===== src/rtl/bp_fe_pkg.sv =====
// Shared types for the front-end predictor write-port scheduler.
// Holds the scheduler FSM states and the port source select encoding.
package bp_fe_pkg;

    typedef enum logic {
        e_clear = 1'b0,
        e_run   = 1'b1
    } bp_fe_wport_state_e;

    typedef enum logic [2:0] {
        e_src_none   = 3'd0,
        e_src_clear  = 3'd1,
        e_src_redir  = 3'd2,
        e_src_head   = 3'd3,
        e_src_bypass = 3'd4
    } bp_fe_wport_src_e;

endpackage


===== src/rtl/bp_fe_pred_wport_fifo.sv =====
// Small attaboy FIFO: valid/ready on the write side, valid/yumi on the read side.
// Pointers carry one extra wrap bit so full and empty are distinguishable.
module bp_fe_pred_wport_fifo #(
    parameter int els_p   = 4,
    parameter int width_p = 8
) (
    input  logic               clk_i,
    input  logic               reset_i,
    input  logic               v_i,
    input  logic [width_p-1:0] data_i,
    output logic               ready_o,
    output logic               v_o,
    output logic [width_p-1:0] data_o,
    input  logic               yumi_i
);

    localparam int lg_els_lp = $clog2(els_p);

    logic [width_p-1:0] mem [els_p];
    logic [lg_els_lp:0] wr_ptr, rd_ptr;
    logic               enq, deq;

    assign v_o     = (wr_ptr != rd_ptr);
    assign ready_o = ~((wr_ptr[lg_els_lp] != rd_ptr[lg_els_lp])
                     && (wr_ptr[lg_els_lp-1:0] == rd_ptr[lg_els_lp-1:0]));
    assign enq     = v_i & ready_o;
    assign deq     = yumi_i & v_o;
    assign data_o  = mem[rd_ptr[lg_els_lp-1:0]];

    always_ff @(posedge clk_i or negedge reset_i) begin
        if (!reset_i) begin
            wr_ptr <= '0;
            rd_ptr <= '0;
        end else begin
            if (enq) wr_ptr <= wr_ptr + (lg_els_lp+1)'(1);
            if (deq) rd_ptr <= rd_ptr + (lg_els_lp+1)'(1);
        end
    end

    always_ff @(posedge clk_i) begin
        if (enq) mem[wr_ptr[lg_els_lp-1:0]] <= data_i;
    end

endmodule


===== src/rtl/bp_fe_pred_wport_sched.sv =====
// Arbitrates the single predictor-table write port between redirects and attaboys,
// and runs the post-reset clear sweep that gates init_done.
//
// state   | meaning
// e_clear | sweeping every table row with zero; attaboys refused, redirects held
// e_run   | normal arbitration; terminal until reset
module bp_fe_pred_wport_sched
    import bp_fe_pkg::*;
#(
    parameter int idx_width_p    = 9,
    parameter int data_width_p   = 64,
    parameter int ab_els_p       = 4,
    parameter int starve_limit_p = 8
) (
    input  logic                    clk_i,
    input  logic                    reset_i,
    input  logic                    redir_v_i,
    input  logic [idx_width_p-1:0]  redir_idx_i,
    input  logic [data_width_p-1:0] redir_data_i,
    input  logic                    ab_v_i,
    input  logic [idx_width_p-1:0]  ab_idx_i,
    input  logic [data_width_p-1:0] ab_data_i,
    output logic                    ab_ready_o,
    output logic                    w_v_o,
    output logic                    w_clr_o,
    output logic [idx_width_p-1:0]  w_idx_o,
    output logic [data_width_p-1:0] w_data_o,
    input  logic                    w_yumi_i,
    output logic                    init_done_o,
    output logic                    redir_drop_o
);

    localparam int starve_w_lp = $clog2(starve_limit_p + 1);
    localparam logic [starve_w_lp-1:0] starve_max_lp = starve_w_lp'(starve_limit_p);
    localparam int ent_w_lp = idx_width_p + data_width_p;

    bp_fe_wport_state_e      state_r;
    bp_fe_wport_src_e        src;
    logic [idx_width_p-1:0]  clear_idx_r;
    logic                    redir_v_r;
    logic [idx_width_p-1:0]  redir_idx_r;
    logic [data_width_p-1:0] redir_data_r;
    logic [starve_w_lp-1:0]  starve_cnt;
    logic                    running, forced, yumi, redir_issue;
    logic                    head_v, fifo_ready, fifo_enq_v, fifo_yumi;
    logic [ent_w_lp-1:0]     head_ent;

    assign running = (state_r == e_run);
    assign forced  = head_v & (starve_cnt == starve_max_lp);

    always_comb begin
        src = e_src_none;
        if (!running)                    src = e_src_clear;
        else if (forced)                 src = e_src_head;
        else if (redir_v_r || redir_v_i) src = e_src_redir;
        else if (head_v)                 src = e_src_head;
        else if (ab_v_i)                 src = e_src_bypass;
    end

    always_comb begin
        w_v_o    = (src != e_src_none);
        w_clr_o  = (src == e_src_clear);
        w_idx_o  = '0;
        w_data_o = '0;
        case (src)
            e_src_clear:  w_idx_o = clear_idx_r;
            e_src_redir: begin
                // A pending entry is always the newest redirect that has not been lost.
                if (redir_v_r) begin
                    w_idx_o  = redir_idx_r;
                    w_data_o = redir_data_r;
                end else begin
                    w_idx_o  = redir_idx_i;
                    w_data_o = redir_data_i;
                end
            end
            e_src_head:   {w_idx_o, w_data_o} = head_ent;
            e_src_bypass: begin
                w_idx_o  = ab_idx_i;
                w_data_o = ab_data_i;
            end
            default: ;
        endcase
    end

    assign yumi         = w_yumi_i & w_v_o;
    assign redir_issue  = (src == e_src_redir) & yumi;
    assign redir_drop_o = redir_v_i & redir_v_r & ~redir_issue;
    assign ab_ready_o   = running & fifo_ready;
    assign fifo_enq_v   = ab_v_i & running & ~((src == e_src_bypass) & yumi);
    assign fifo_yumi    = (src == e_src_head) & yumi;
    assign init_done_o  = running;

    bp_fe_pred_wport_fifo #(
        .els_p   (ab_els_p),
        .width_p (ent_w_lp)
    ) ab_fifo (
        .clk_i   (clk_i),
        .reset_i (reset_i),
        .v_i     (fifo_enq_v),
        .data_i  ({ab_idx_i, ab_data_i}),
        .ready_o (fifo_ready),
        .v_o     (head_v),
        .data_o  (head_ent),
        .yumi_i  (fifo_yumi)
    );

    always_ff @(posedge clk_i or negedge reset_i) begin
        if (!reset_i) begin
            state_r      <= e_clear;
            clear_idx_r  <= '0;
            redir_v_r    <= 1'b0;
            redir_idx_r  <= '0;
            redir_data_r <= '0;
            starve_cnt   <= '0;
        end else begin
            if (!running && w_yumi_i) begin
                clear_idx_r <= clear_idx_r + idx_width_p'(1);
                if (&clear_idx_r) state_r <= e_run;
            end

            // A pass-through redirect consumed this cycle leaves nothing behind.
            if (redir_v_i) begin
                redir_v_r    <= ~(~redir_v_r & redir_issue);
                redir_idx_r  <= redir_idx_i;
                redir_data_r <= redir_data_i;
            end else if (redir_issue) begin
                redir_v_r <= 1'b0;
            end

            if (!head_v || fifo_yumi)
                starve_cnt <= '0;
            else if (src != e_src_head && starve_cnt != starve_max_lp)
                starve_cnt <= starve_cnt + starve_w_lp'(1);
        end
    end

endmodule


===== config.mk =====
export PLATFORM = sky130hd
export DESIGN_NAME = bp_fe_pred_wport_sched
export DESIGN_NICKNAME = d
export VERILOG_FILES = /design/src/rtl/bp_fe_pkg.sv /design/src/rtl/bp_fe_pred_wport_fifo.sv /design/src/rtl/bp_fe_pred_wport_sched.sv
export SDC_FILE = /design/constraint.sdc
export NUM_CORES = 1
export LEC_CHECK = 0
export BUFFER_PORTS_ARGS = -buffer_cell sky130_fd_sc_hd__buf_2
export CAP_MARGIN = 20
export CORE_ASPECT_RATIO = 0.7
export CORE_MARGIN = 10
export CORE_UTILIZATION = 52
export DETAILED_ROUTE_END_ITERATION = 8
export HOLD_SLACK_MARGIN = 0.02
export PLACE_DENSITY = 0.76
export SYNTH_ARGS = -nofsm -noshare
export SYNTH_HDL_FRONTEND = slang
export SYNTH_SLANG_ARGS = --single-unit

===== constraint.sdc =====
create_clock -name clk_i -period 6.3 [get_ports clk_i]
set_input_delay 0 -clock clk_i [delete_from_list [all_inputs] [get_ports clk_i]]
set_output_delay 0 -clock clk_i [all_outputs]
set_load 0.01 [all_outputs]

==> results.txt <==
- Outcome: complete, no violations
* Fraction of post-synthesis cell area in the top cell type by area: 53.6%
- Gates resized during post-CTS repair numbered 0.
* Tot Pwr: 8.34 mW
- Once the clock tree was built, the setup fixing pass inserted 0 buffers.
- Estimated wirelength of the detail-placed design: 26100 µm
* Final Net Count: 1656
- Of all flip-flops after synthesis, the portion carrying an async set or reset was 24.4%.
* I/O Buffers: 228
* Die Y: 168 µm
* Worst Hold Class: input pin to asynchronous set/reset pin
* Number of antenna violations at the first check in global routing: 4
- Kind of start point of the critical path: flop
* Share of final-layout standard cells stronger than drive strength 1: 25.1%
- Number of placement rows: 54
- The number of nets in the synthesized netlist is 1302.
* Worst Reg-to-Reg Cells: 5
- Root Buffer Master: sky130_fd_sc_hd__clkbuf_16
* Number of hold-repair buffers added at the cts stage: 154
- Summed over all instances, the cell type with the most area after synthesis is sky130_fd_sc_hd__edfxtp_1.
- Timing would allow up to 0.253 GHz.
- Sum Neg Setup Slack: 0 ns
- The endpoint identified for the worst register-to-register timing path is ab_fifo.rd_ptr[1]$_DFFE_PN0P_.
- A synthesized cell averages 14.3 µm².
- Setup repair after global routing left no endpoint under its margin.
* Mapped cell area: 16300 µm²
- Worst setup skew after layout: 0.00624 ns
- Summed over all layers, the routed wires come to 44500 µm.
- Routed WL per cell: 22.8 µm
- Placed Area: 17800 µm²
- Type of the setup path with the least slack: flop to primary output
- First-pass GRT wire length: 69300 µm
- Chip width: 232 µm
- Summed over all cells, the static leakage comes to 7.86 nW.
* Number of sinks on the clock net: 386
- The via count of the first global-routing pass is 11.9k.
* Routed vias: 11.4k
* Final critical-path share of the clock period: 62.8%
* Clock transition at path regs: 0.06 ns
- Worst slack at placement: 2.61 ns
- The final count of hold timing violations was 0.
- Capturing element type of the critical path: primary output
- Across the whole layout, storage elements account for 11100 µm².
- Worst slew margin: 29.4%
- After synthesis, flip-flops and latches occupy 68.0% of the total area.
- In this run the number of H-tree levels came out at 2.
- Yosys warnings: 0
- Final Util: 66.6%
- Dividing total power by cell area gives a power density of 403 nW/µm².
- Max-capacitance violation count: 0
* Clock Tree Buf Depth: 3
- In this run the critical register-to-register path is launched from ab_fifo.rd_ptr[0]$_DFFE_PN0P_.
- Entering global routing, the biggest net connects 89 pins.
* Number of CTS-inserted buffers: 38
- Setup slack on the worst reg-to-reg path comes out at 2.81 ns.
* Final Critical Period: 3.96 ns
- Critical path arrival: 3.96 ns
- At the later pin of the worst-skew pair, clock insertion delay measures 0.53 ns.
- Number of distinct library cells after synthesis: 40
* Remaining DRCs: 0
* EDFF count, synth: 292
- Number of cells produced by synthesis: 1143
- Crit path setup slack, layout: 2.34 ns
- Total core area: 31100 µm²
- For this run the aggregate overflow at the end of global routing stands at 0.
- Area Overhead vs Synth: 26.5%
* CP max FO: 43
- Seq cells post-synth: 386
- The first detailed-routing pass took 7 iterations.
- The finished cells cover 20700 µm².
- The detail route stage leaves a number of antenna-violating nets equal to 0.
* Starting utilization of the core area: 52.6%
* Count of final max-slew check failures: 0
- Beginning of the critical path: ab_fifo.rd_ptr[0]$_DFFE_PN0P_
* Worst Tran Pin Value: 1.06 ns
- Area used by multi-input combinational logic: 4590 µm²
* Final setup violating endpoints: 0
* Overall Global Routing Usage: 22.6%
- 229 I/O pins were placed.
- Required arrival time at the worst endpoint: 6.30 ns
- Routability-driven placement finished with a final weighted congestion of 0.827.
* Vias per inst: 5.86
* Number of DRC violations after detailed-routing iteration 0: 1150
- The filler cells instantiated in the layout total 2072.
* Most instantiated flip-flop cell in the synthesis netlist: sky130_fd_sc_hd__edfxtp_1
- Peak supply drop: 0.224 mV
- Yosys attributes the largest share of cell area to sky130_fd_sc_hd__edfxtp_1 54%, sky130_fd_sc_hd__dfrtp_1 14%, sky130_fd_sc_hd__mux4_2 10%.
- Die area: 39000 µm²
* TritonCTS clock tree: done
==> cell type report <==
| type | count | area share (%) |
|---|---|---|
| clock buffer | 48 | 5.09 |
| timing repair buffer | 396 | 13.9 |
| multi-input combinational | 595 | 22.2 |
| sequential | 386 | 53.8 |
| antenna | 3 | 0.0363 |
| clock inverter | 21 | 1.00 |
| tap | 420 | 2.54 |
| inverter | 80 | 1.45 |
==> placed cells by master (no fill, tap or decap), types with 2 or more instances in the layout <==
master                          count
sky130_fd_sc_hd__buf_2            226
sky130_fd_sc_hd__clkbuf_1           7
sky130_fd_sc_hd__clkinv_2           4
sky130_fd_sc_hd__nand2_1           79
sky130_fd_sc_hd__xor2_1             8
sky130_fd_sc_hd__buf_4             12
sky130_fd_sc_hd__clkinv_4           3
sky130_fd_sc_hd__xnor2_1            9
sky130_fd_sc_hd__mux2_2             2
sky130_fd_sc_hd__dfrtp_1           91
sky130_fd_sc_hd__dlygate4sd3_1    154
sky130_fd_sc_hd__buf_16             3
sky130_fd_sc_hd__nor2_1            79
sky130_fd_sc_hd__edfxtp_1         292
sky130_fd_sc_hd__and2_4             3
sky130_fd_sc_hd__diode_2            3
sky130_fd_sc_hd__a21oi_1           77
sky130_fd_sc_hd__o211ai_1           9
sky130_fd_sc_hd__mux4_2            73
sky130_fd_sc_hd__nand3_1           11
sky130_fd_sc_hd__clkinv_1           9
sky130_fd_sc_hd__o21ai_0          107
sky130_fd_sc_hd__o21ai_1           31
sky130_fd_sc_hd__dfrtp_4            3
sky130_fd_sc_hd__ha_1               8
sky130_fd_sc_hd__nand4_1            4
sky130_fd_sc_hd__and3_1             3
sky130_fd_sc_hd__inv_1             80
sky130_fd_sc_hd__clkbuf_16         41
sky130_fd_sc_hd__a22oi_1            9
sky130_fd_sc_hd__bufinv_16          4
sky130_fd_sc_hd__a32oi_1           64
sky130_fd_sc_hd__or3_1              2
==> logic make-up (layout without fill, tap and decap cells) <==
kind of cell | Yosys count | after routing | synth area share (%)
XOR/XNOR | 17 | 17 | 0.911
AO/OA/AOI/OAI | 302 | 302 | 11.1
flip-flops | 386 | 386 | 68.0
other | 0 | 3 | 0
AND/OR/NAND/NOR | 190 | 190 | 4.92
adder cells (fa/ha/maj) | 9 | 9 | 0.674
multiplexers | 77 | 77 | 10.3
buffers and inverters | 162 | 545 | 4.06
==> worst max-delay path: stages, from the launching register on <==
cell and delay, ns:
sky130_fd_sc_hd__dfrtp_4 0.94, sky130_fd_sc_hd__xor2_1 0.42, sky130_fd_sc_hd__or3_2 0.82, sky130_fd_sc_hd__buf_4 0.56
sky130_fd_sc_hd__a32oi_1 0.22, sky130_fd_sc_hd__o21ai_0 0.22, sky130_fd_sc_hd__buf_2 0.22
==> sequential cells by signal, indices dropped and copies added (netlist names) <==
register	flops
redir_idx_r	9
clear_idx_r	9
redir_v_r	1
redir_data_r	64
init_done_o	1
ab_fifo.rd_ptr	3
ab_fifo.wr_ptr	3
ab_fifo.mem	292
starve_cnt	4
==> worst max path at each step <==
stage,to,slack (ns),cells past startpoint
after floorplan,ab_fifo.mem[3][0]$_DFFE_PP_,1.89,3
after global placement,ab_fifo.rd_ptr[1]$_DFFE_PN0P_,2.65,5
after detailed placement,ab_fifo.rd_ptr[1]$_DFFE_PN0P_,2.61,5
after CTS,w_data_o[31],2.14,6
after global routing,w_data_o[63],2.14,6
final,w_data_o[63],2.34,6
==> metal layers <==
layer	vias to the layer above	track usage (%)	routed length (µm)
met5	-	0	7
li1	5054	-	-
met3	113	4.84	3270
met1	5704	29.7	18100
met4	2	9.10	1490
met2	555	36.3	21700
==> stage by stage <==
step | instances | hold WS (ns)
finish | 1949 | 0.0366
global placement | 1719 | 0.0642
CTS | 1942 | 0.0204
detailed placement | 1719 | 0.0734
floorplan | 1143 | -0.296
global route | 1949 | 0.0670
==> cells in the mapped netlist (all sizes together) (9+ instances only) <==
cell type  instances
inv               80
clkbuf            61
nand2             80
o21ai            138
nand3             11
o211ai             9
a32oi             64
buf               21
nor2              79
mux4              73
xnor2              9
a22oi              9
edfxtp           292
a21oi             77
dfrtp             94
==> report_power, final <==
| part | internal (mW) | leakage (nW) | switching [mW] |
|---|---|---|---|
| logic | 1.07 | 3.42 | 1.41 |
| registers | 3.29 | 3.82 | 0.271 |
| clock network | 1.35 | 0.612 | 0.942 |
| total | 5.71 | 7.86 | 2.62 |
(Power assumes the default switching activity.)
